**src/rtl/stopwatch_display_pkg.sv**
```systemverilog
// Shared seven-segment constants, digit slot numbering and BCD helpers
// for the MM.SS stopwatch display.
package stopwatch_display_pkg;

  // Active-low {g,f,e,d,c,b,a}
  localparam logic [6:0] SEG_BLANK = 7'h7F;
  localparam logic [6:0] SEG_DASH  = 7'h3F;
  localparam logic [6:0] SEG_0     = 7'h40;
  localparam logic [6:0] SEG_1     = 7'h79;
  localparam logic [6:0] SEG_2     = 7'h24;
  localparam logic [6:0] SEG_3     = 7'h30;
  localparam logic [6:0] SEG_4     = 7'h19;
  localparam logic [6:0] SEG_5     = 7'h12;
  localparam logic [6:0] SEG_6     = 7'h02;
  localparam logic [6:0] SEG_7     = 7'h78;
  localparam logic [6:0] SEG_8     = 7'h00;
  localparam logic [6:0] SEG_9     = 7'h10;

  localparam logic [1:0] DIG_SEC_ONES = 2'd0;
  localparam logic [1:0] DIG_SEC_TENS = 2'd1;
  localparam logic [1:0] DIG_MIN_ONES = 2'd2;
  localparam logic [1:0] DIG_MIN_TENS = 2'd3;

  localparam logic [5:0] MAX_VAL = 6'd59;

  function automatic logic [3:0] bcd_tens(input logic [5:0] v);
    if (v >= 6'd50)      return 4'd5;
    else if (v >= 6'd40) return 4'd4;
    else if (v >= 6'd30) return 4'd3;
    else if (v >= 6'd20) return 4'd2;
    else if (v >= 6'd10) return 4'd1;
    else                 return 4'd0;
  endfunction

  function automatic logic [3:0] bcd_ones(input logic [5:0] v);
    logic [5:0] t;
    logic [5:0] r;
    t = {2'b00, bcd_tens(v)};
    r = v - t * 6'd10;
    return r[3:0];
  endfunction

endpackage

```
**src/rtl/seg7_decode.sv**
```systemverilog
// Combinational BCD digit to active-low seven-segment pattern.
// Codes 10-15 are blanked.
module seg7_decode
  import stopwatch_display_pkg::*;
(
  input  logic [3:0] bcd,
  output logic [6:0] pattern
);

  always_comb begin
    pattern = SEG_BLANK;
    case (bcd)
      4'd0: pattern = SEG_0;
      4'd1: pattern = SEG_1;
      4'd2: pattern = SEG_2;
      4'd3: pattern = SEG_3;
      4'd4: pattern = SEG_4;
      4'd5: pattern = SEG_5;
      4'd6: pattern = SEG_6;
      4'd7: pattern = SEG_7;
      4'd8: pattern = SEG_8;
      4'd9: pattern = SEG_9;
      default: pattern = SEG_BLANK;
    endcase
  end

endmodule

```
**src/rtl/stopwatch_display.sv**
```systemverilog
// Multiplexed 4-digit MM.SS display driver with per-scan snapshot and
// adjust-mode field blinking; seg/an are registered together.
module stopwatch_display
  import stopwatch_display_pkg::*;
#(
  parameter int REFRESH_DIV = 100000,
  parameter int CNT_W       = 17
)(
  input  logic       clk,
  input  logic       rst,
  input  logic [5:0] minutes,
  input  logic [5:0] seconds,
  input  logic       adj,
  input  logic       sel,
  input  logic       twohz_clk,
  output logic [7:0] seg,
  output logic [3:0] an
);

  localparam logic [CNT_W-1:0] LAST = CNT_W'(REFRESH_DIV - 1);

  logic [1:0]       adj_q, sel_q, tw_q;
  logic             adj_s, sel_s, tw_s;
  logic [CNT_W-1:0] cnt;
  logic             tick;
  logic [1:0]       idx;
  logic             run;
  logic [5:0]       snap_min, snap_sec;
  logic [5:0]       src_min, src_sec, field;
  logic [3:0]       bcd;
  logic [6:0]       pat;
  logic             blank;
  logic [7:0]       seg_nxt;
  logic [3:0]       an_nxt;

  always_ff @(posedge clk or posedge rst) begin
    if (rst) begin
      adj_q <= 2'b00;
      sel_q <= 2'b00;
      tw_q  <= 2'b00;
    end else begin
      adj_q <= {adj_q[0], adj};
      sel_q <= {sel_q[0], sel};
      tw_q  <= {tw_q[0], twohz_clk};
    end
  end

  assign adj_s = adj_q[1];
  assign sel_s = sel_q[1];
  assign tw_s  = tw_q[1];
  assign tick  = (cnt == LAST);

  always_ff @(posedge clk or posedge rst) begin
    if (rst) begin
      cnt      <= '0;
      idx      <= DIG_SEC_ONES;
      run      <= 1'b0;
      snap_min <= 6'd0;
      snap_sec <= 6'd0;
    end else begin
      cnt <= tick ? '0 : cnt + 1'b1;
      run <= 1'b1;
      if (tick) idx <= idx + 2'd1;
      // One coherent sample per scan, taken as the last digit finishes
      if (!run || (tick && idx == DIG_MIN_TENS)) begin
        snap_min <= minutes;
        snap_sec <= seconds;
      end
    end
  end

  // Before the first snapshot lands, show the value being captured
  assign src_min = run ? snap_min : minutes;
  assign src_sec = run ? snap_sec : seconds;
  assign field   = idx[1] ? src_min : src_sec;
  assign bcd     = idx[0] ? bcd_tens(field) : bcd_ones(field);

  seg7_decode u_decode (
    .bcd     (bcd),
    .pattern (pat)
  );

  always_comb begin
    blank = adj_s & tw_s & (sel_s ? (idx <= DIG_SEC_TENS) : (idx >= DIG_MIN_ONES));
    seg_nxt = 8'hFF;
    if (blank)              seg_nxt[6:0] = SEG_BLANK;
    else if (field > MAX_VAL) seg_nxt[6:0] = SEG_DASH;
    else                    seg_nxt[6:0] = pat;
    seg_nxt[7] = (idx != DIG_MIN_ONES);
    an_nxt = ~(4'b0001 << idx);
  end

  always_ff @(posedge clk or posedge rst) begin
    if (rst) begin
      seg <= 8'hFF;
      an  <= 4'hF;
    end else begin
      seg <= seg_nxt;
      an  <= an_nxt;
    end
  end

endmodule

```
**config.mk**
```make
export PLATFORM = sky130hd
export DESIGN_NAME = stopwatch_display
export DESIGN_NICKNAME = d
export VERILOG_FILES = /design/src/rtl/stopwatch_display_pkg.sv /design/src/rtl/seg7_decode.sv /design/src/rtl/stopwatch_display.sv
export SDC_FILE = /design/constraint.sdc
export NUM_CORES = 1
export LEC_CHECK = 0
export ABC_AREA = 1
export CAP_MARGIN = 25
export CORE_MARGIN = 3
export CORE_UTILIZATION = 60
export DETAILED_ROUTE_END_ITERATION = 12
export DONT_BUFFER_PORTS = 1
export PLACE_DENSITY = 0.76
export SLEW_MARGIN = 20
export SYNTH_ARGS = -nofsm -noshare
export SYNTH_HDL_FRONTEND = slang
export SYNTH_SLANG_ARGS = --single-unit
```
**constraint.sdc**
```tcl
create_clock -name clk -period 2.95 [get_ports clk]
set_input_delay 0.59 -clock clk [delete_from_list [all_inputs] [get_ports clk]]
set_output_delay 0.59 -clock clk [all_outputs]
set_load 0.01 [all_outputs]
```
==> flow_summary.ini, run 1 <==
[die]
dieArea_mm2 = 0.00545
pin_count = 29
die_w_um = 73.8
core_mm2 = 0.00441
num_rows = 24
start_util_pct = 62.6
die_height_um = 73.8

[worst_setup_path]
ff2ff_setup_slack_ns = 0.15
r2r_start = run
end_kind = flip-flop
path_cells = inv_2 > buf_6 > nand2_2 > nand2_1 > nand2_1 > nand2_2 > nand2_2 > nor2_2 > nor2_2 > nand2_2 > nand2_2 > nand2_2 > ha_1 > inv_1 > fa_2 > o21ai_4 > inv_6 > nor2_2 > nand3_1 > nand3_1 > nand2_1
cpMaxStageDelayCell = fa_2
crit_top_cell = nand2_2
startpoint_type = flip-flop
startpoint = run
r2r-end = seg[6]
critPathKind = flip-flop to flip-flop
rr_worst_depth = 21
endpoint = seg[6]
critical_path_arrival_ns = 3.05
max_stage_delay_ns = 0.51
path_depth = 21
path_max_fanout = 6
crit_family = simple AND/OR/NAND/NOR gates
cp.required_ns = 3.20
cp.buffers_inverters = 4

[final_layout]
fin_nets = 363
stdcell_area_mm2 = 0.00302
fill_cells = 349
utilization_pct = 68.5
antenna_cells = 0
area.growth.synth_to_final_pct = 9.52
layout.cells.non_filler = 386
layout-drive-gt1-share_pct = 26.9

[placement]
port-buffer-count = 0
place.gp.congestion = 0.896
dp_cells = 372
post-dp-hpwl_um = 3620
post_dp_cell_area_mm2 = 0.00283
dp_worst_setup_slack_ns = 0.0889

[timing]
setup_viol = 0
fin_crit_ns = 2.80
worst_slack_ns = 0.147
holdWs_ns = 0.111
period_share_pct = 95.0
tightest_slew_ns = 0.667
fin_skew_ns = 0.0101
finalMaxSlewViolations = 0
fmax_mhz = 357
hold_viol = 0
maxSlewHeadroom_pct = 55.5

[logic_synthesis]
ys_async_sr_fraction_pct = 100
synth_most_common_cell = nand2_1
synth.yosys.seq_area_share_pct = 44.9
yosysWarnings = 0
synth-seq-cells = 49
synth.largest_area_cell = dfrtp_1
syn_nets = 349
yosys-top-cells-count = nand2_1, dfrtp_1, inv_1, nand3_1, nor2_1
netlist.area_leader.share_pct = 34.4
mappedNetlistArea_mm2 = 0.00276
synth_edf_count = 0
synth_area_leaders = dfrtp_1, dfstp_2, nand2_1
avgSynthCellArea_um2 = 8.66
syn-instance-count = 319
synth_flop_cell = dfrtp_1
netlist-cell-type-count = 37

[clock_tree]
clk_pin_slew_ns = 0.10
clock-sinks = 49
cts_root_buffer = clkbuf_8
cts_tree = yes
cts.htree.levels = 2
holdBufCountCts = 0
cts_buffers = 5
clk_latency_ns = 0.31
clk_path_buf_depth = 2

[global_route]
grt_max_degree = 50
grt_usage_pct = 19.7
grt_pass1_wl_um = 8340
gr-total-overflow = 0
first_global_vias = 1975
antenna_found_initial = 0

[power]
vdd_drop_max_mv = 0.293
pwr_density_cell_mw_per_mm2 = 542
power_leakage_nw = 1.49

[route]
route.detailed.drc = 0
drt-total-wl_um = 5060
drtAntennaViolNets = 0
first_pass_iters = 4
vias = 2053
viasPerCell = 5.32
wire_per_inst_um = 13.1
drt_iter0_drc = 95

[status]
status = complete, no violations

[min_path]
worstHoldPathType = input port to asynchronous set/reset pin

[run]
cap_violations = 0
==> placed cells by master (no fill, tap or decap), types with 2 or more instances in the layout <==
master	n
a21oi_1	5
a31oi_1	3
buf_4	7
buf_6	3
clkbuf_8	5
clkinv_1	2
dfrtp_1	38
dfstp_2	11
ha_1	12
inv_1	36
inv_2	7
inv_4	2
mux2_2	10
nand2_1	69
nand2_2	18
nand2_4	6
nand3_1	30
nand3_2	2
nor2_1	23
nor2_2	3
nor3_1	3
nor4_1	2
o21ai_0	11
o21ai_1	2
o21ai_2	3
o21ai_4	3
xor2_1	3
==> report_power, final <==
part	switching [W]	leakage, nW	total [W]	internal (W)
registers	0.0000482	0.589	0.000822	0.000774
logic	0.000242	0.847	0.000405	0.000162
clock network	0.000238	0.0509	0.000412	0.000174
total	0.000529	1.49	0.00164	0.00111
==> area by class of cell <==
class / instances / area (um^2) / share of cell area (%)
timing repair buffer: 11 / 106 / 3.52
clock buffer: 5 / 68.8 / 2.28
sequential: 49 / 1240 / 41.0
inverter: 46 / 178 / 5.88
multi-input combinational: 220 / 1340 / 44.4
tap: 52 / 65.1 / 2.15
clock inverter: 3 / 23.8 / 0.786
==> how the worst min path moves through the flow <==
| stage | startpoint | to | slack, ns | cells after the start |
|---|---|---|---|---|
| after floorplan | adj_q[0] | adj_q[1] | 0.33 | 0 |
| after global placement | sel_q[0] | sel_q[1] | 0.33 | 0 |
| after detailed placement | adj_q[0] | adj_q[1] | 0.33 | 0 |
| after CTS | adj | adj_q[0] | 0.30 | 0 |
| after global routing | rst | cnt[4] | 0.11 | 1 |
| final | rst | cnt[3] | 0.11 | 1 |
==> state kept, by name, indices dropped and copies added (netlist names) <==
signal / cells
cnt: 17
tw_q: 2
adj_q: 2
run: 1
snap_sec: 6
sel_q: 2
seg: 7
idx: 2
snap_min: 6
an: 4
==> per-stage QoR <==
step | TNS, ns | power (W)
after floorplan | 0 | 0.00113
after global placement | 0 | 0.00118
after detailed placement | 0 | 0.00119
after CTS | 0 | 0.00160
after global routing | -0.322 | 0.00175
final | 0 | 0.00164
==> kinds of logic after synthesis <==
logic type	share of synthesized area (%)
other	0.136
multiplexers	4.08
AND/OR/NAND/NOR	27.8
AO/OA/AOI/OAI	7.70
XOR/XNOR	1.27
buffers and inverters	7.97
adder cells (fa/ha/maj)	6.16
flip-flops	44.9
==> routing by layer <==
layer	part of all wire, %	vias to the layer above	GRT usage [%]	wire [um]
li1	-	1039	-	-
met1	41	959	22.1	2090
met4	2.0	0	7.04	99
met3	4.3	10	5.47	217
met5	0	-	0	0
met2	52	45	35.3	2650
==> what timing repair did <==
| item | 4_1_cts | 5_1_grt |
|---|---|---|
| endpoints found under the setup margin | 0 | 7 |
| resized for setup | 0 | 15 |
| setup buffers | 0 | 4 |
| endpoints found under the hold margin | 0 | 0 |
==> worst register-to-register path: cells and delay by family (launching register included) <==
family | cells | cell delay [ns]
buffers and inverters | 4 | 0.37
adder cells (fa/ha/maj) | 2 | 0.65
AO/OA/AOI/OAI | 1 | 0.27
flip-flops | 1 | 0.43
AND/OR/NAND/NOR | 14 | 1.02
Note: power is estimated with default switching activity, not from simulation.
==> run 2, diff against run 1 <==
- CORE_MARGIN: 3 -> unset
- SKIP_LAST_GASP: unset -> 1
- clock period: 2.95 -> 3.46 ns (I/O delays scaled with it)
==> run 2 against run 1 <==
Effect of this change:
- critical path type unchanged
- die area is 11% lower
- critical path depth is 2 lower
- first-iteration DRC count is 32% higher
- via count is 2.6% lower
- register-to-register slack better by 0.24 ns
- design area is 3.8% lower
- cell count is 2.6% lower
- non-clock buffer count is 9 lower
- sequential power is 15% lower
- clock power is 13% lower
==> flow_summary.ini, run 2 (synthesis results as in run 1) <==
[clock_tree]
clk_pin_slew_ns = 0.10
holdBufCountCts = 0
cts_buffers = 5
clk_path_buf_depth = 2
clock-sinks = 49
cts_setup_buffers = 0
cts_tree = yes
cts_root_buffer = clkbuf_8
clk_latency_ns = 0.31
postCtsResizedCells = 0
cts.htree.levels = 2

[final_layout]
fill_cells = 355
top_register = cnt
antenna_cells = 0
layout-drive-gt1-share_pct = 22.2
largest_reg_flops = 17
fin_nets = 353
mostFrequentLayoutCells = nand2_1, inv_1, dfrtp_1
stdcell_area_mm2 = 0.00291
final_common_cell = nand2_1
layout.cells.non_filler = 376
biggestRegsByFlops = cnt (17), seg (7)
area.growth.synth_to_final_pct = 5.39

[global_route]
grt_pass1_wl_um = 8160
grt_max_degree = 50
gr-usage-met2_pct = 35.6
use_met1_pct = 26.3
grt_usage_pct = 21.2
gr-total-overflow = 0
grtUsageMet3_pct = 4.65
grt_busiest_layer = met2
antenna_found_initial = 0
first_global_vias = 1869

[worst_setup_path]
startpoint = idx[1]
end_kind = flip-flop
r2r_start = idx[1]
cp.buffers_inverters = 4
crit_family = simple AND/OR/NAND/NOR gates
path_cells = inv_2 > nand2_1 > nand2_1 > inv_1 > nand2_1 > nand2_1 > nand2_1 > nand2_2 > nand2_1 > nand2_2 > ha_1 > or2_2 > nand2_1 > inv_1 > ha_1 > inv_1 > o21ai_0 > nand2_1 > nand3_1
max_stage_delay_ns = 0.53
r2r-end = seg[3]
rr_worst_depth = 19
cpMaxStageDelayCell = dfrtp_2
startpoint_type = flip-flop
path_depth = 19
critPathKind = flip-flop to flip-flop
critical_path_arrival_ns = 3.32
crit_top_cell = nand2_1
path_max_fanout = 13
ff2ff_setup_slack_ns = 0.39
endpoint = seg[3]
cp.required_ns = 3.71

[die]
dieArea_mm2 = 0.00488
start_util_pct = 63.0
num_rows = 24
pin_count = 29
die_w_um = 69.8
die_height_um = 69.8
core_mm2 = 0.00438

[timing]
fin_skew_ns = 0.0112
finalMaxSlewViolations = 0
tightest_slew_ns = 0.653
period_share_pct = 88.7
fin_crit_ns = 3.07
setup_viol = 0
rsz0062_at_grt = false
hold_viol = 0
maxSlewHeadroom_pct = 56.5
setup_tns_ns = 0
fmax_mhz = 326

[status]
status = complete, no violations

[route]
viasPerCell = 5.32
drt_iter0_drc = 125
vias = 2000
first_pass_iters = 4
wire_per_inst_um = 12.4
route.detailed.drc = 0
drtAntennaViolNets = 0
drt-total-wl_um = 4650

[power]
pwr_density_cell_mw_per_mm2 = 465
vdd_drop_max_mv = 0.221
power_leakage_nw = 1.43
p_total_w = 0.00135

[placement]
dp_cells = 367
place.gp.congestion = 0.975
post_dp_cell_area_mm2 = 0.00279
post-dp-hpwl_um = 3460
port-buffer-count = 0

[run]
cap_violations = 0

[min_path]
worstHoldPathType = input port to asynchronous set/reset pin
-- run 2: changes by cell type in the layout (fill, tap and decap cells not counted), sizes merged --
cell / change
buf: -9
clkinv: +1
inv: -1
o21ai: -1
-- run 2: layout make-up --
class	count	area, um^2	share of cell area (%)
sequential	49	1240	42.6
multi-input combinational	219	1300	44.7
inverter	46	178	6.10
clock inverter	3	28.8	0.989
tap	52	65.1	2.24
timing repair buffer	2	27.5	0.946
clock buffer	5	68.8	2.36
-- run 2: worst min path at each step --
stage | cells after the start | start | to
after detailed placement | 0 | adj_q[0] | adj_q[1]
after global placement | 0 | sel_q[0] | sel_q[1]
after floorplan | 0 | adj_q[0] | adj_q[1]
after CTS | 0 | adj_q[0] | adj_q[1]
final | 1 | rst | sel_q[0]
after global routing | 1 | rst | sel_q[0]
-- run 2: per-stage QoR --
step / util [%] / hold WS [ns] / setup WS (ns)
finish: 66.4 / 0.231 / 0.390
global route: 66.4 / 0.243 / 0.0198
CTS: 65.9 / 0.360 / 0.253
detailed placement: 63.7 / 0.336 / 0.284
global placement: 63.7 / 0.337 / 0.396
floorplan: - / 0.331 / 0.611
-- run 2: power breakdown --
part	total (W)	switching, W	internal [W]	leakage, nW
logic	0.000296	0.000187	0.000109	0.794
registers	0.000700	0.0000406	0.000660	0.588
clock network	0.000358	0.000206	0.000151	0.0506
total	0.00135	0.000434	0.000920	1.43
-- run 2: metal layers --
metal  wire length, um  part of all wire, %
met3               182                  3.9
met1              2030                   44
met2              2310                   50
met5                 0                    0
met4               119                  2.6
